==> src/rtl/match_event_logger_pkg.sv <==
// match_event_logger_pkg: shared defaults and pointer-width helper
package match_event_logger_pkg;
   localparam int TS_W_DEF  = 8;
   localparam int CNT_W_DEF = 8;
   localparam int DEPTH_DEF = 4;
   function automatic int ptr_w(input int depth);
      return $clog2(depth) + 1;
   endfunction
endpackage

==> src/rtl/match_event_logger_if.sv <==
// match_event_logger_if: valid/ready event read port carrying a timestamp
interface match_event_logger_if #(parameter int TS_W = 8);
   logic            valid;
   logic            ready;
   logic [TS_W-1:0] timestamp;
   modport master (output valid, output timestamp, input ready);
   modport slave  (input valid, input timestamp, output ready);
endinterface

==> src/rtl/match_event_logger_event_fifo.sv <==
// event_fifo: DEPTH x W synchronous FIFO with an extra-MSB pointer scheme
module event_fifo
   import match_event_logger_pkg::*;
#(
   parameter int W     = TS_W_DEF,
   parameter int DEPTH = DEPTH_DEF
) (
   input  logic         clock,
   input  logic         reset,
   input  logic         clear,
   input  logic         push,
   input  logic         pop,
   input  logic [W-1:0] data_in,
   output logic         full,
   output logic         empty,
   output logic [W-1:0] head
);
   localparam int PW = ptr_w(DEPTH);
   localparam int AW = PW - 1;
   logic [PW-1:0] wr_ptr, rd_ptr;
   logic [W-1:0]  mem [DEPTH];
   assign empty = wr_ptr == rd_ptr;
   assign full  = (wr_ptr[PW-1] != rd_ptr[PW-1]) && (wr_ptr[AW-1:0] == rd_ptr[AW-1:0]);
   assign head  = mem[rd_ptr[AW-1:0]];
   // pointer update; callers only push with space and only pop when non-empty
   always_ff @(posedge clock or negedge reset) begin
      if (!reset) begin
         wr_ptr <= '0;
         rd_ptr <= '0;
      end else if (clear) begin
         wr_ptr <= '0;
         rd_ptr <= '0;
      end else begin
         if (push) wr_ptr <= wr_ptr + PW'(1);
         if (pop)  rd_ptr <= rd_ptr + PW'(1);
      end
   end
   // storage needs no reset: entries are only visible once written
   always_ff @(posedge clock) begin
      if (push && !clear) mem[wr_ptr[AW-1:0]] <= data_in;
   end
endmodule

==> src/rtl/match_event_logger.sv <==
// match_event_logger: timestamps, counts and queues detector match pulses
module match_event_logger
   import match_event_logger_pkg::*;
#(
   parameter int TS_W  = TS_W_DEF,
   parameter int CNT_W = CNT_W_DEF,
   parameter int DEPTH = DEPTH_DEF
) (
   input  logic             clock,
   input  logic             reset,
   input  logic             enable,
   input  logic             clear,
   input  logic             match_in,
   output logic [CNT_W-1:0] total_count,
   output logic             overflow,
   match_event_logger_if.master ev
);
   logic [TS_W-1:0] ts;
   logic [TS_W-1:0] head;
   logic            full, empty, hit, pop, push;
   assign hit  = enable && match_in;
   assign pop  = !empty && ev.ready && !clear;
   // a simultaneous pop frees the slot, so a full FIFO still accepts the push
   assign push = hit && (!full || pop) && !clear;
   assign ev.valid     = !empty;
   assign ev.timestamp = empty ? '0 : head;
   event_fifo #(.W(TS_W), .DEPTH(DEPTH)) u_fifo (
      .clock   (clock),
      .reset   (reset),
      .clear   (clear),
      .push    (push),
      .pop     (pop),
      .data_in (ts),
      .full    (full),
      .empty   (empty),
      .head    (head)
   );
   // free-running stamp, saturating match count and sticky drop flag
   always_ff @(posedge clock or negedge reset) begin
      if (!reset) begin
         ts          <= '0;
         total_count <= '0;
         overflow    <= 1'b0;
      end else if (clear) begin
         ts          <= '0;
         total_count <= '0;
         overflow    <= 1'b0;
      end else begin
         if (enable) ts <= ts + TS_W'(1);
         if (hit && total_count != '1) total_count <= total_count + CNT_W'(1);
         if (hit && !push) overflow <= 1'b1;
      end
   end
endmodule

==> src/flat_wrapper.sv <==
// flat-port wrapper written by rule: the top's interface ports become plain ports
module match_event_logger_flat import match_event_logger_pkg::*;
#(
   parameter int TS_W  = TS_W_DEF,
   parameter int CNT_W = CNT_W_DEF,
   parameter int DEPTH = DEPTH_DEF
)
  (clock, reset, enable, clear, match_in, total_count, overflow, ev_valid, ev_timestamp, ev_ready);
  match_event_logger_if #(.TS_W(TS_W)) ev_i ();
  input  logic clock;
  input  logic reset;
  input  logic enable;
  input  logic clear;
  input  logic match_in;
  output logic [CNT_W-1:0] total_count;
  output logic overflow;
  output wire logic [$bits(ev_i.valid)-1:0] ev_valid;
  output wire logic [$bits(ev_i.timestamp)-1:0] ev_timestamp;
  input wire logic [$bits(ev_i.ready)-1:0] ev_ready;
  assign ev_valid = ev_i.valid;
  assign ev_timestamp = ev_i.timestamp;
  assign ev_i.ready = ev_ready;
  match_event_logger #(.TS_W(TS_W), .CNT_W(CNT_W), .DEPTH(DEPTH)) u_core (.clock(clock), .reset(reset), .enable(enable), .clear(clear), .match_in(match_in), .total_count(total_count), .overflow(overflow), .ev(ev_i));
endmodule
==> config.mk <==
export PLATFORM = sky130hd
export DESIGN_NAME = match_event_logger_flat
export DESIGN_NICKNAME = d
export VERILOG_FILES = /design/src/rtl/match_event_logger_pkg.sv /design/src/rtl/match_event_logger_if.sv /design/src/rtl/match_event_logger_event_fifo.sv /design/src/rtl/match_event_logger.sv /design/src/flat_wrapper.sv
export SDC_FILE = /design/constraint.sdc
export NUM_CORES = 1
export LEC_CHECK = 0
export ABC_AREA = 1
export BUFFER_PORTS_ARGS = -buffer_cell sky130_fd_sc_hd__buf_2
export CAP_MARGIN = 20
export CORE_UTILIZATION = 49
export CTS_BUF_LIST = sky130_fd_sc_hd__clkbuf_8 sky130_fd_sc_hd__clkbuf_16
export CTS_CLUSTER_DIAMETER = 40
export DETAILED_ROUTE_END_ITERATION = 10
export PLACE_DENSITY_LB_ADDON = 0.15
export RECOVER_POWER = 50
export SLEW_MARGIN = 5
export SYNTH_ARGS = -nofsm -noshare
export SYNTH_HDL_FRONTEND = slang
export SYNTH_SLANG_ARGS = --single-unit
==> constraint.sdc <==
create_clock -name clock -period 1.7 [get_ports clock]
set_input_delay 0.17 -clock clock [delete_from_list [all_inputs] [get_ports clock]]
set_output_delay 0.17 -clock clock [all_outputs]
set_load 0.01 [all_outputs]
Word-level counts from Yosys, hierarchy flattened
Memories as Yosys holds them, arrays and structs flattened.
Cells that the tools add are included.
{"block": "word_totals", "regBits": 23, "mem_bits_rw": 32, "input_bits": 6, "wordCells": 46, "memories": 1}
{"block": "op_classes", "add_sub_neg": 4, "n_eq_ne": 4, "n_mux": 13, "reduce_logical": 19}
{"name": "u_core.u_fifo.mem", "words": 4, "width": 8, "read_ports": 1, "rd_clocked_by_memory_dff": 0, "write_ports": 1, "line": "match_event_logger_event_fifo.sv:21", "source": "logic [W-1:0] mem [DEPTH];"}
{"op": "2-to-1 mux 8 bit", "n": 5}
{"op": "adder 8 x 1 -> 8 bit (second input constant)", "n": 2}
{"op": "2-to-1 mux 3 bit", "n": 4}
{"op": "nonzero test 2 bit", "n": 5}
{"op": "logical AND 1 bit", "n": 9}
{"op": "!= test 8 bit (second input constant)", "n": 1}
{"op": "adder 3 x 1 -> 3 bit (second input constant)", "n": 2}
{"op": "logical NOT 1 bit", "n": 4}
{"op": "2-to-1 mux 1 bit", "n": 4}
{"op": "equality test 3 bit", "n": 1}
{"op": "equality test 2 bit", "n": 1}
{"op": "logical OR 1 bit", "n": 1}
{"op": "!= test 1 bit", "n": 1}

Longest topological paths before layout
Gate-level depths: netlist (run 1).
{"block": "depth", "ltp_word": 11, "ltp_mapped": 10, "depth_no_buf": 9}

Modules after synthesis
From an unflattened synthesis (run 1), not the netlist that was laid out.
{"block": "unflattened", "cells_unflattened": 294, "hier_area_um2": 2721.4}
{"module": "event_fifo", "instances": 1, "cells_each": 144, "area_each_um2": 1681.6}
{"module": "match_event_logger", "instances": 1, "cells_each": 150, "area_each_um2": 1039.7}

Worst setup path before layout (run 1)
Ideal clock, no wire load.
{"block": "synth_timing", "path_kind": "register -> register", "start": "register u_core.u_fifo.rd_ptr[0]", "end": "memory u_core.u_fifo.mem[0][0] in the netlist's numbering (enable)", "setup_ns": 0.371, "arrival_ns": 1.443, "slack_ns": -0.114, "path_stages_with_launch": 9, "path_buffers": 1, "path_cell_list": "dfrtp_1 -> buf_4 -> inv_4 -> nand2_1 -> nand2_1 -> nor2_4 -> o211ai_2 -> nand3_1 -> nor2_1"}
{"block": "synth_between", "elab_chain_len": 10, "elab_cells_between_ends": 13, "classes_between": "2 x eq/ne; 2 x mux; 9 x reduce/logical"}
{"element": "start: declaration", "line": "match_event_logger_event_fifo.sv:20", "source": "logic [PW-1:0] wr_ptr, rd_ptr;"}
{"element": "start signal: assignment", "line": "match_event_logger_event_fifo.sv:35", "source": "if (pop) rd_ptr <= rd_ptr + PW'(1);"}
{"element": "equality test 3 bit", "line": "match_event_logger_event_fifo.sv:22", "source": "assign empty = wr_ptr == rd_ptr;"}
{"element": "logical NOT 1 bit", "line": "match_event_logger.sv:22", "source": "assign pop = !empty && ev.ready && !clear;"}
{"element": "logical AND 1 bit (2 in series)", "line": "match_event_logger.sv:22"}
{"element": "logical OR 1 bit *", "line": "match_event_logger.sv:24", "source": "assign push = hit && (!full || pop) && !clear;"}
{"element": "logical AND 1 bit * (2 in series)", "line": "match_event_logger.sv:24"}
{"element": "logical AND 1 bit *", "line": "match_event_logger_event_fifo.sv:40", "source": "if (push && !clear) mem[wr_ptr[AW-1:0]] <= data_in;"}
{"element": "2-to-1 mux 1 bit *", "line": "match_event_logger_event_fifo.sv:40"}
{"element": "2-to-1 mux 1 bit (implied by the code) *", "line": "match_event_logger_event_fifo.sv:40"}
{"element": "end: declaration", "line": "match_event_logger_event_fifo.sv:21"}
Every way passes the cells marked *; elsewhere a longest branch is shown, timed or not.

Worst setup path in the final report (run 1)
{"block": "layout_timing", "start": "register u_core.u_fifo.rd_ptr[0]", "end": "output port ev_timestamp[3]"}
{"block": "layout_between", "elab_chain_len": 2, "elab_cells_between_ends": 3, "classes_between": "1 x eq/ne; 1 x mux; 1 x memory"}
{"element": "memory (4 x 8 bit) / equality test 3 bit (equally long branches)"}
{"element": "2-to-1 mux 8 bit *", "line": "match_event_logger.sv:26", "source": "assign ev.timestamp = empty ? '0 : head;"}
{"element": "end: declaration", "line": "flat_wrapper.sv:18", "source": "output wire logic [$bits(ev_i.timestamp)-1:0] ev_timestamp;"}
Marks and branches as above.

==> results.py, run 1 <==
metrics = {
    "power": {
        "powerDensity_mw_per_mm2": 888,
        "ir_worst_vdd_v": 0.000560,
        "power.leakage_nw": 1.43,
        "total_power_mw": 2.79,
    },
    "placed_design": {
        "port_buffers": 23,
        "dp_hpwl_mm": 3.74,
        "gp_congestion": 0.779,
    },
    "critical_path": {
        "arrival_ns": 1.51,
        "endpoint_kind": "primary output",
        "crit_type": "reg -> out",
        "crit_chain": "inv_4 > buf_12 > nor2_1 > o22ai_1 > nand2_2 > inv_1 > buf_2",
        "crit_slowest_cell": "dfrtp_2",
        "cpPeakStageDelay_ns": 0.47,
        "startpoint_type": "register",
        "cp.required_ns": 1.53,
        "worst-path-max-fanout": 17,
    },
    "route": {
        "dr_total_vias": 1927,
        "wire_per_inst_um": 14.4,
        "first_pass_iters": 4,
        "route.detailed.drc": 0,
        "drt-vias-per-instance": 5.03,
        "initialDrtViolationCount": 120,
        "ant_nets": 0,
        "drt-total-wl_mm": 5.51,
    },
    "yosys": {
        "ys_seq_elements": 55,
        "syn_nets": 279,
        "avgSynthCellArea_um2": 9.90,
        "synth_area_mm2": 0.00263,
        "yosys_warnings": 0,
        "synth_top_area_share_pct": 36.5,
        "syn-instance-count": 266,
        "synth_top_area_cell": "edfxtp_1",
        "synth_cell_types": 29,
        "synth-seq-area-share_pct": 58.3,
        "synthTopCellsByArea": "edfxtp_1, dfrtp_1, nand2_1, o21ai_0, inv_1",
    },
    "clock_tree": {
        "clkSinkCount": 55,
        "numCtsBuffers": 5,
        "cts_tree": "yes",
        "clock_path_buffers": 2,
        "cts-root-buf": "clkbuf_8",
        "clkLatencyLatePin_ns": 0.31,
        "cts.reportedPaths.clkPinSlew_ns": 0.10,
        "htreeDepth": 2,
    },
    "floorplanning": {
        "rows": 26,
        "die_w_um": 75.3,
        "die-area_mm2": 0.00567,
        "io_pins": 24,
        "core_area_mm2": 0.00514,
        "start_util_pct": 51.2,
        "die-height_um": 75.3,
    },
    "timing": {
        "skew_ns": 0.00716,
        "grt_setup_unrepaired": "yes",
        "period_share_pct": 99.0,
        "max_slew.worst_pin.slew_ns": 0.579,
        "min_period_ns": 1.68,
        "fin_tns_setup_ns": 0,
        "clock.fmax_mhz": 594,
        "maxSlewViolCount": 0,
        "finalHoldViolCount": 0,
        "setup_viol": 0,
        "maxSlewHeadroom_pct": 61.4,
    },
    "global_routing": {
        "grtUsageTotal_pct": 20.1,
        "grt_first_pass_wirelength_mm": 8.24,
        "antenna_found_initial": 0,
        "grt_pass1_vias": 1736,
        "overflow": 0,
        "grt_max_degree": 24,
    },
    "finish": {
        "final_cell_mix": "nand2_1, edfxtp_1, nor2_1",
        "nNetsFinal": 325,
        "drive_above_1_share_pct": 27.8,
        "final_common_cell": "nand2_1",
        "area_growth_pct": 19.1,
        "diodes": 0,
        "fin_util_pct": 61.1,
    },
    "run": {
        "drv_cap": 0,
    },
    "min_path": {
        "worstHoldPathType": "in -> reg",
    },
    "run_status": {
        "status": "completed",
    },
}
-- through the flow --
| stage | area (um^2) | instances | setup WS [ns] | hold slack (ns) |
|---|---|---|---|---|
| 2_1_floorplan | 2630 | 266 | -0.114 | -0.126 |
| 3_3_place_gp | 2870 | 364 | 0.172 | 0.180 |
| 3_5_place_dp | 2870 | 364 | 0.124 | 0.180 |
| 4_1_cts | 2980 | 373 | 0.0141 | 0.107 |
| 5_1_grt | 3140 | 383 | -0.0545 | 0.119 |
| 6_report | 3140 | 383 | 0.0178 | 0.118 |
-- per-layer routing --
layer	share of wire (%)	GRT usage, %
met5	0	0
met2	47	31.1
met1	48	29.5
met4	0.87	5.35
met3	3.5	3.97
-- synth_stat cells --
cell,instances
nand3_2,1
nand2_1,47
edfxtp_1,32
buf_2,1
clkinv_1,1
dfrtp_1,23
o21ai_2,2
nand2_4,3
o21ai_0,25
xor2_2,1
nand3b_1,1
nor2_2,1
o2111ai_1,1
buf_4,4
o211ai_2,1
nand2_2,2
ha_1,7
inv_1,31
buf_6,2
xor2_1,4
nand4_1,4
nor2_4,2
nor2_1,30
nor3_1,5
nand3_1,14
o22ai_1,8
inv_2,2
a21oi_1,9
inv_4,2
-- worst paths after layout --
| kind | cells after the start | start | slack [ns] | to |
|---|---|---|---|---|
| setup / recovery | 7 | u_core.u_fifo.rd_ptr[0]$_DFFE_PN0P_ | 0.02 | ev_timestamp[3] |
| hold / removal | 2 | enable | 0.12 | u_core.ts[1]$_DFFE_PN0P_ |
| setup reg to reg | 10 | u_core.u_fifo.rd_ptr[0]$_DFFE_PN0P_ | 0.11 | u_core.u_fifo.rd_ptr[1]$_DFFE_PN0P_ |
| hold reg to reg | 2 | u_core.overflow$_DFFE_PN0P_ | 0.54 | u_core.overflow$_DFFE_PN0P_ |
| max in group asynchronous | 2 | reset | 0.91 | u_core.u_fifo.wr_ptr[0]$_DFFE_PN0P_ |
| min in group asynchronous | 2 | reset | 0.38 | u_core.u_fifo.rd_ptr[0]$_DFFE_PN0P_ |
-- power breakdown --
part	internal [mW]	switching (mW)	total [mW]	leakage (nW)
Combinational	0.230	0.315	0.545	0.762
Clock	0.342	0.439	0.781	0.0522
Sequential	1.43	0.0298	1.46	0.616
Total	2.00	0.784	2.79	1.43
-- cells by family (layout without fill, tap and decap cells) --
logic type	after synthesis	in the layout	synth area share, %
fa+ha+maj	7	7	3.33
compound gates	46	46	9.83
flops	55	55	58.3
buf+inv	43	89	7.51
simple gates	110	111	19.0
xor+xnor	5	5	1.95
-- flip-flops by register name, summed over array words and instances, names as in the netlist --
signal	flops
u_core.u_fifo.wr_ptr	3
u_core.u_fifo.mem	32
u_core.overflow	1
u_core.u_fifo.rd_ptr	3
u_core.total_count	8
u_core.ts	8
-- critical path: cells and delay by family, from the launching register on --
kind	cells	cell delay [ns]
AO/OA/AOI/OAI	1	0.21
buffers and inverters	4	0.38
flip-flops	1	0.47
AND/OR/NAND/NOR	2	0.13
-- final cells by class --
class	count	area, um^2
clock buffers	6	82.6
clock inverters	2	17.5
fillers	485	2000
inverters	36	140
multi-input cells	169	948
flip-flops and latches	55	1540
well taps	70	87.6
repair buffers	45	323
-- timing repair --
action                                  CTS  global route
gates resized for setup                   3            36
endpoints found under the hold margin    23             0
buffers inserted                          0             8
pin swaps                                 0            14
endpoints found under the setup margin    5            41
gates cloned                              0             2
hold buffers                              1             0
(Power assumes the default switching activity.)
==> run 2, diff against run 1 <==
--- a/config.mk
+++ b/config.mk
@@ -17,4 +17,5 @@
 export SLEW_MARGIN = 5
 export SYNTH_ARGS = -nofsm -noshare
 export SYNTH_HDL_FRONTEND = slang
+export SYNTH_HIERARCHICAL = 1
 export SYNTH_SLANG_ARGS = --single-unit
==> run 2 against run 1 <==
  * Synthesized cell count grew 11%
  * Sequential power about the same
  * Clock power shrank 9.7%
  * Non-clock buffer count shrank 8
  * Hold slack better by 0.063 ns
  * Wire length is 5.0% lower
  * Count of clock-buffer cells in the layout is 1 lower
  * Global-route usage decreased by 0.74 points
  * Final area down 1.2%
  * Worst setup slack better by 0.0090 ns
  * Die area is 3.2% higher
  * Critical endpoint is now u_core/u_fifo/mem[0][7]$_DFFE_PP_
  * Largest power group unchanged
==> results.py, run 2 <==
metrics = {
    "floorplanning": {
        "io_pins": 24,
        "rows": 26,
        "die-height_um": 76.5,
        "core_area_mm2": 0.00524,
        "die_w_um": 76.5,
        "die-area_mm2": 0.00586,
        "start_util_pct": 52.0,
    },
    "yosys": {
        "avgSynthCellArea_um2": 9.26,
        "synth.most_common_cell": "nand2_1",
        "synth_top_area_cell": "edfxtp_1",
        "synthFlopType": "edfxtp_1",
        "ys_top_cells_by_count": "nand2_1, inv_1, nor2_1",
        "syn-instance-count": 294,
        "yosys_warnings": 6,
        "synth_cell_types": 31,
        "synthTopCellsByArea": "edfxtp_1, dfrtp_1, nand2_1, inv_1, nor2_1",
        "synth_area_mm2": 0.00272,
        "synth_top_area_share_pct": 35.3,
        "ys_seq_elements": 55,
        "syn_nets": 307,
        "synth_edf_count": 32,
        "async_flop_share_pct": 41.8,
        "synth-seq-area-share_pct": 56.5,
    },
    "critical_path": {
        "cpPeakStageDelay_ns": 0.43,
        "cp.buffers_inverters": 1,
        "startpoint_type": "register",
        "crit_type": "reg -> reg",
        "critical_path.most_common_cell": "nand2_1",
        "crit_chain": "nand2_1 > nand2_1 > nand2_2 > nor2_2 > o21ai_2 > nand2_1 > inv_2 > nand2_4 > nor2_4",
        "crit_slowest_cell": "dfrtp_1",
        "cp.depth": 9,
        "path_delay_family": "simple AND/OR/NAND/NOR gates",
        "setup.worst_path.start": "u_core/u_fifo/rd_ptr[1]$_DFFE_PN0P_",
        "cp.required_ns": 1.70,
        "arrival_ns": 1.67,
        "rr_worst_depth": 9,
        "r2r_start": "u_core/u_fifo/rd_ptr[1]$_DFFE_PN0P_",
        "endpoint_kind": "register",
        "worst-path-max-fanout": 8,
    },
    "placed_design": {
        "dp_hpwl_mm": 3.76,
        "dp_slack_ns": -0.0601,
        "port_buffers": 23,
        "gp_congestion": 0.809,
    },
    "route": {
        "wire_per_inst_um": 13.1,
        "drt-total-wl_mm": 5.24,
        "drt-vias-per-instance": 4.76,
        "dr_total_vias": 1910,
        "route.detailed.drc": 0,
        "wl_met2_mm": 2.37,
        "first_pass_iters": 4,
        "dr_wl_met3_um": 208,
        "initialDrtViolationCount": 113,
        "ant_nets": 0,
        "wl_met1_mm": 2.60,
        "top_layer": "met4",
    },
    "finish": {
        "final_cell_mix": "nand2_1, inv_1, edfxtp_1",
        "fillers": 475,
        "drive_above_1_share_pct": 20.5,
        "fin_util_pct": 59.2,
        "diodes": 0,
        "nNetsFinal": 343,
        "final_common_cell": "nand2_1",
        "area_growth_pct": 13.9,
        "largest_reg_flops": 32,
    },
    "clock_tree": {
        "postCtsSetupRepairBufs": 0,
        "htreeDepth": 2,
        "clock_path_buffers": 2,
        "cts-root-buf": "clkbuf_8",
        "clkSinkCount": 55,
        "numCtsBuffers": 5,
        "clkLatencyLatePin_ns": 0.30,
        "cts_tree": "yes",
        "cts.reportedPaths.clkPinSlew_ns": 0.10,
    },
    "timing": {
        "layout_setup_ws_ns": 0.0268,
        "min_period_ns": 1.67,
        "period_share_pct": 98.4,
        "max_slew.worst_pin.slew_ns": 0.593,
        "worst_hold_slack_ns": 0.181,
        "maxSlewHeadroom_pct": 60.5,
        "setup_viol": 0,
        "finalHoldViolCount": 0,
        "fin_tns_setup_ns": 0,
        "clock.fmax_mhz": 598,
        "grt_setup_unrepaired": "yes",
        "maxSlewViolCount": 0,
        "skew_ns": 0.00552,
    },
    "power": {
        "total_power_mw": 2.32,
        "power.leakage_nw": 1.42,
        "p_comb_share_pct": 7.9,
        "powerDensity_mw_per_mm2": 748,
        "p_sw_uw": 549,
        "intPower_mw": 1.77,
        "swShare_pct": 23.7,
        "ir_worst_vdd_v": 0.000397,
        "seqPwrFrac_pct": 61.7,
        "clockPowerShare_pct": 30.4,
    },
    "global_routing": {
        "grt_max_degree": 35,
        "grt_first_pass_wirelength_mm": 8.82,
        "grt_pass1_vias": 1787,
        "grtUsageTotal_pct": 19.4,
        "antenna_found_initial": 0,
        "overflow": 0,
    },
    "min_path": {
        "worstHoldPathType": "in -> reg",
        "hold_depth": 3,
        "hp-start": "match_in",
    },
    "run": {
        "drv_cap": 0,
    },
    "run_status": {
        "status": "completed",
    },
}
-- run 2: cell families (layout without fill, tap and decap cells) --
| family | count (synthesis) | count (layout) | synth area share (%) |
|---|---|---|---|
| buf+inv | 59 | 96 | 9.79 |
| flops | 55 | 55 | 56.5 |
| xor+xnor | 5 | 5 | 1.61 |
| simple gates | 133 | 133 | 20.6 |
| fa+ha+maj | 7 | 7 | 3.22 |
| compound gates | 35 | 35 | 8.32 |
-- run 2: path summary, 6_finish.rpt --
path,slack [ns],end
hold / removal,0.18,u_core/overflow$_DFFE_PN0P_
min in group asynchronous,0.39,u_core/total_count[1]$_DFFE_PN0P_
max in group asynchronous,0.92,u_core/ts[5]$_DFFE_PN0P_
setup reg to reg,0.03,u_core/u_fifo/mem[0][7]$_DFFE_PP_
hold reg to reg,0.53,u_core/overflow$_DFFE_PN0P_
setup / recovery,0.03,u_core/u_fifo/mem[0][7]$_DFFE_PP_
-- run 2: repair_timing --
| item | 4_1_cts | 5_1_grt |
|---|---|---|
| endpoints found under the hold margin | 23 | 0 |
| cloned | 0 | 0 |
| resized for setup | 3 | 5 |
| hold buffers | 1 | 0 |
| setup endpoints to repair | 33 | 41 |
| pin swaps | 4 | 6 |
-- run 2: final cells by class --
cell class	count	area (um^2)	share of cell area, %
clock buffers	5	68.8	2.22
multi-input cells	180	967	31.2
repair buffers	37	226	7.30
clock inverters	3	20.0	0.646
well taps	70	87.6	2.82
inverters	51	194	6.26
flip-flops and latches	55	1540	49.6
-- run 2: metrics by stage --
stage | instances | area [um^2]
2_1_floorplan | 294 | 2750
3_3_place_gp | 392 | 2980
3_5_place_dp | 392 | 2980
4_1_cts | 401 | 3090
5_1_grt | 401 | 3100
6_report | 401 | 3100
-- run 2: metal layers --
metal	up-vias	track usage (%)
li1	1014	-
met1	842	27.9
met2	48	30.5
met3	6	2.87
met4	0	5.77
met5	-	0
-- run 2: tightest hold or removal path, cell delays in order --
cell     delay [ns]
buf_2          0.10
nand2_2        0.09
o31ai_1        0.08
-- run 2: power by group through the flow --
stage	Clock, mW	Sequential [mW]	Combinational (mW)
6_report	0.705	1.43	0.183
5_1_grt	0.782	1.44	0.209
4_1_cts	0.732	1.43	0.183
3_5_place_dp	0	1.46	0.180
3_3_place_gp	0	1.46	0.177
2_1_floorplan	0	1.46	0.108
==> run 3, diff against run 2 <==
--- a/config.mk
+++ b/config.mk
@@ -5,7 +5,7 @@
 export SDC_FILE = /design/constraint.sdc
 export NUM_CORES = 1
 export LEC_CHECK = 0
-export ABC_AREA = 1
+export ABC_AREA = 0
 export BUFFER_PORTS_ARGS = -buffer_cell sky130_fd_sc_hd__buf_2
 export CAP_MARGIN = 20
 export CORE_UTILIZATION = 49
==> run 3 against run 2 <==
  * The flow now finishes with violations (setup timing)
  * Via count down 18%
  * Flip-flop and latch count is the same
  * Sequential power about the same
  * Total power up 6.9%
  * Synthesized cell count is 41% lower
  * Core utilization is 3.4 points higher
  * Die area decreased by 8.1%
  * Largest power group unchanged
  * Highest routed layer unchanged
==> results.py, run 3 <==
metrics = {
    "yosys": {
        "syn-instance-count": 174,
        "avgSynthCellArea_um2": 14.3,
        "synth.most_common_cell": "edfxtp_1",
        "synth_top_area_cell": "edfxtp_1",
        "syn_nets": 187,
        "synth_cell_types": 39,
        "synth_area_mm2": 0.00250,
        "ys_top_cells_by_count": "edfxtp_1, dfrtp_1, nor2_1",
        "yosys_warnings": 6,
        "ys_seq_elements": 55,
        "synthTopCellsByArea": "edfxtp_1, dfrtp_1, mux4_2, ha_1, nor2b_1",
        "synth-seq-area-share_pct": 61.6,
        "synthFlopType": "edfxtp_1",
        "async_flop_share_pct": 41.8,
        "synth_top_area_share_pct": 38.5,
        "synth_edf_count": 32,
    },
    "finish": {
        "multi_input_area_mm2": 0.00102,
        "nNetsFinal": 226,
        "fin_util_pct": 62.6,
        "final_cell_mix": "edfxtp_1, buf_2, dfrtp_1",
        "ff_latch_area_mm2": 0.00154,
        "final_common_cell": "edfxtp_1",
        "largest_reg_flops": 32,
        "diodes": 0,
        "drive_above_1_share_pct": 36.9,
        "fillers": 382,
        "final_cells": 281,
        "area_growth_pct": 20.9,
    },
    "route": {
        "wire_per_inst_um": 17.2,
        "drt-vias-per-instance": 5.58,
        "route.detailed.drc": 0,
        "ant_nets": 0,
        "drt-total-wl_mm": 4.84,
        "first_pass_iters": 4,
        "initialDrtViolationCount": 91,
        "dr_total_vias": 1568,
    },
    "run": {
        "drv_cap": 0,
    },
    "power": {
        "power.leakage_nw": 1.23,
        "powerDensity_mw_per_mm2": 823,
        "ir_worst_vdd_v": 0.000632,
    },
    "critical_path": {
        "startpoint_type": "register",
        "crit_slowest_cell": "dfrtp_1",
        "crit_chain": "xnor2_2 > nor3b_4 > nand2b_4 > a211oi_4 > nor2b_4 > and2_4",
        "cpPeakStageDelay_ns": 0.43,
        "arrival_ns": 1.88,
        "r2r_start": "u_core/u_fifo/rd_ptr[2]$_DFFE_PN0P_",
        "setup.worst_path.start": "u_core/u_fifo/rd_ptr[2]$_DFFE_PN0P_",
        "worst-path-max-fanout": 8,
        "endpoint_kind": "register",
        "cp.required_ns": 1.72,
        "crit_type": "reg -> reg",
    },
    "placed_design": {
        "port_buffers": 23,
        "dp_slack_ns": -0.159,
        "dp_hpwl_mm": 3.37,
        "gp_congestion": 0.814,
        "dp_cells": 269,
    },
    "timing": {
        "layout_setup_ws_ns": -0.161,
        "setup_viol": 42,
        "finalHoldViolCount": 0,
        "max_slew.worst_pin.slew_ns": 0.584,
        "clock.fmax_mhz": 537,
        "skew_ns": 0.00847,
        "min_period_ns": 1.86,
        "maxSlewHeadroom_pct": 61.1,
        "period_share_pct": 109,
        "maxSlewViolCount": 0,
        "grt_setup_unrepaired": "yes",
    },
    "clock_tree": {
        "clkLatencyLatePin_ns": 0.31,
        "cts.reportedPaths.clkPinSlew_ns": 0.09,
        "clkSinkCount": 55,
        "numCtsBuffers": 5,
        "clock_path_buffers": 2,
        "cts-root-buf": "clkbuf_8",
        "cts_tree": "yes",
        "htreeDepth": 2,
    },
    "min_path": {
        "hp-start": "clear",
        "worstHoldPathType": "in -> reg",
    },
    "global_routing": {
        "grtUsageTotal_pct": 20.3,
        "overflow": 0,
        "grt_first_pass_wirelength_mm": 7.94,
        "antenna_found_initial": 0,
        "grt_max_degree": 24,
        "grt_pass1_vias": 1570,
    },
    "floorplanning": {
        "io_pins": 24,
        "rows": 25,
        "core_area_mm2": 0.00482,
        "die-height_um": 73.4,
        "die_w_um": 73.4,
        "start_util_pct": 51.8,
        "die-area_mm2": 0.00538,
    },
    "run_status": {
        "status": "complete, but fails checks",
        "violations": "setup timing",
    },
}
run 3: layout make-up:
| type | count | share of cell area (%) |
|---|---|---|
| Clock buffer | 5 | 2.28 |
| Clock inverter | 3 | 1.37 |
| Inverter | 3 | 0.373 |
| Multi-Input combinational cell | 109 | 33.7 |
| Sequential cell | 55 | 51.1 |
| Tap cell | 67 | 2.78 |
| Timing Repair Buffer | 39 | 8.42 |
run 3: final timing paths:
path                                                       end  slack, ns  cells after the start
hold reg to reg                    u_core/overflow$_DFFE_PN0P_       0.51                      2
setup / recovery             u_core/u_fifo/mem[1][0]$_DFFE_PP_      -0.16                      6
min in group asynchronous             u_core/ts[2]$_DFFE_PN0P_       0.39                      2
setup reg to reg             u_core/u_fifo/mem[1][0]$_DFFE_PP_      -0.16                      6
max in group asynchronous  u_core/u_fifo/rd_ptr[0]$_DFFE_PN0P_       0.89                      2
hold / removal             u_core/u_fifo/rd_ptr[2]$_DFFE_PN0P_       0.21                      2
run 3: power by group:
| part | internal, mW | switching (mW) | total, mW |
|---|---|---|---|
| sequential | 1.42 | 0.0223 | 1.44 |
| clock | 0.434 | 0.408 | 0.842 |
| combinational | 0.0909 | 0.104 | 0.195 |
| total | 1.95 | 0.535 | 2.48 |
run 3: metrics by stage:
stage	TNS (ns)	hold WS, ns	power, mW	instance area (um^2)
finish	-5.84	0.208	2.48	3020
detailed placement	-4.72	0.175	1.65	2830
floorplan	-7.81	-0.126	1.58	2590
CTS	-5.36	0.205	2.50	2980
global placement	-3.48	0.168	1.65	2830
global route	-8.56	0.206	2.57	3020
run 3: logic make-up after synthesis:
| logic type | after synthesis | synth area share (%) |
|---|---|---|
| and+or+nand+nor | 56 | 13.9 |
| DFF | 55 | 61.6 |
| AOI/OAI and AO/OA | 24 | 6.37 |
| muxes | 13 | 9.27 |
| buffers and inverters | 10 | 2.26 |
| xor gates and xnor gates | 9 | 3.16 |
| adders and majority gates | 7 | 3.51 |
run 3: layer usage:
metal	part of all wire [%]	wire length, um	up-vias	GRT usage [%]
met3	3.5	168	9	4.53
met1	46	2220	788	27.5
met2	49	2380	38	32.4
met4	1.7	80	0	7.69
li1	-	-	733	-
met5	0	0	-	0
run 3: critical path, delay by kind of cell, from the launching register on:
kind / cells / cell delay [ns]
AND/OR/NAND/NOR: 4 / 0.77
XOR/XNOR: 1 / 0.17
AO/OA/AOI/OAI: 1 / 0.21
flip-flops: 1 / 0.43
run 3: timing repair:
action,in CTS,in global routing
pin swaps,2,1
hold endpoints to repair,23,0
setup buffers,1,2
setup endpoints to repair,43,46
hold buffers,1,0
cloned,0,1
resized for setup,10,4
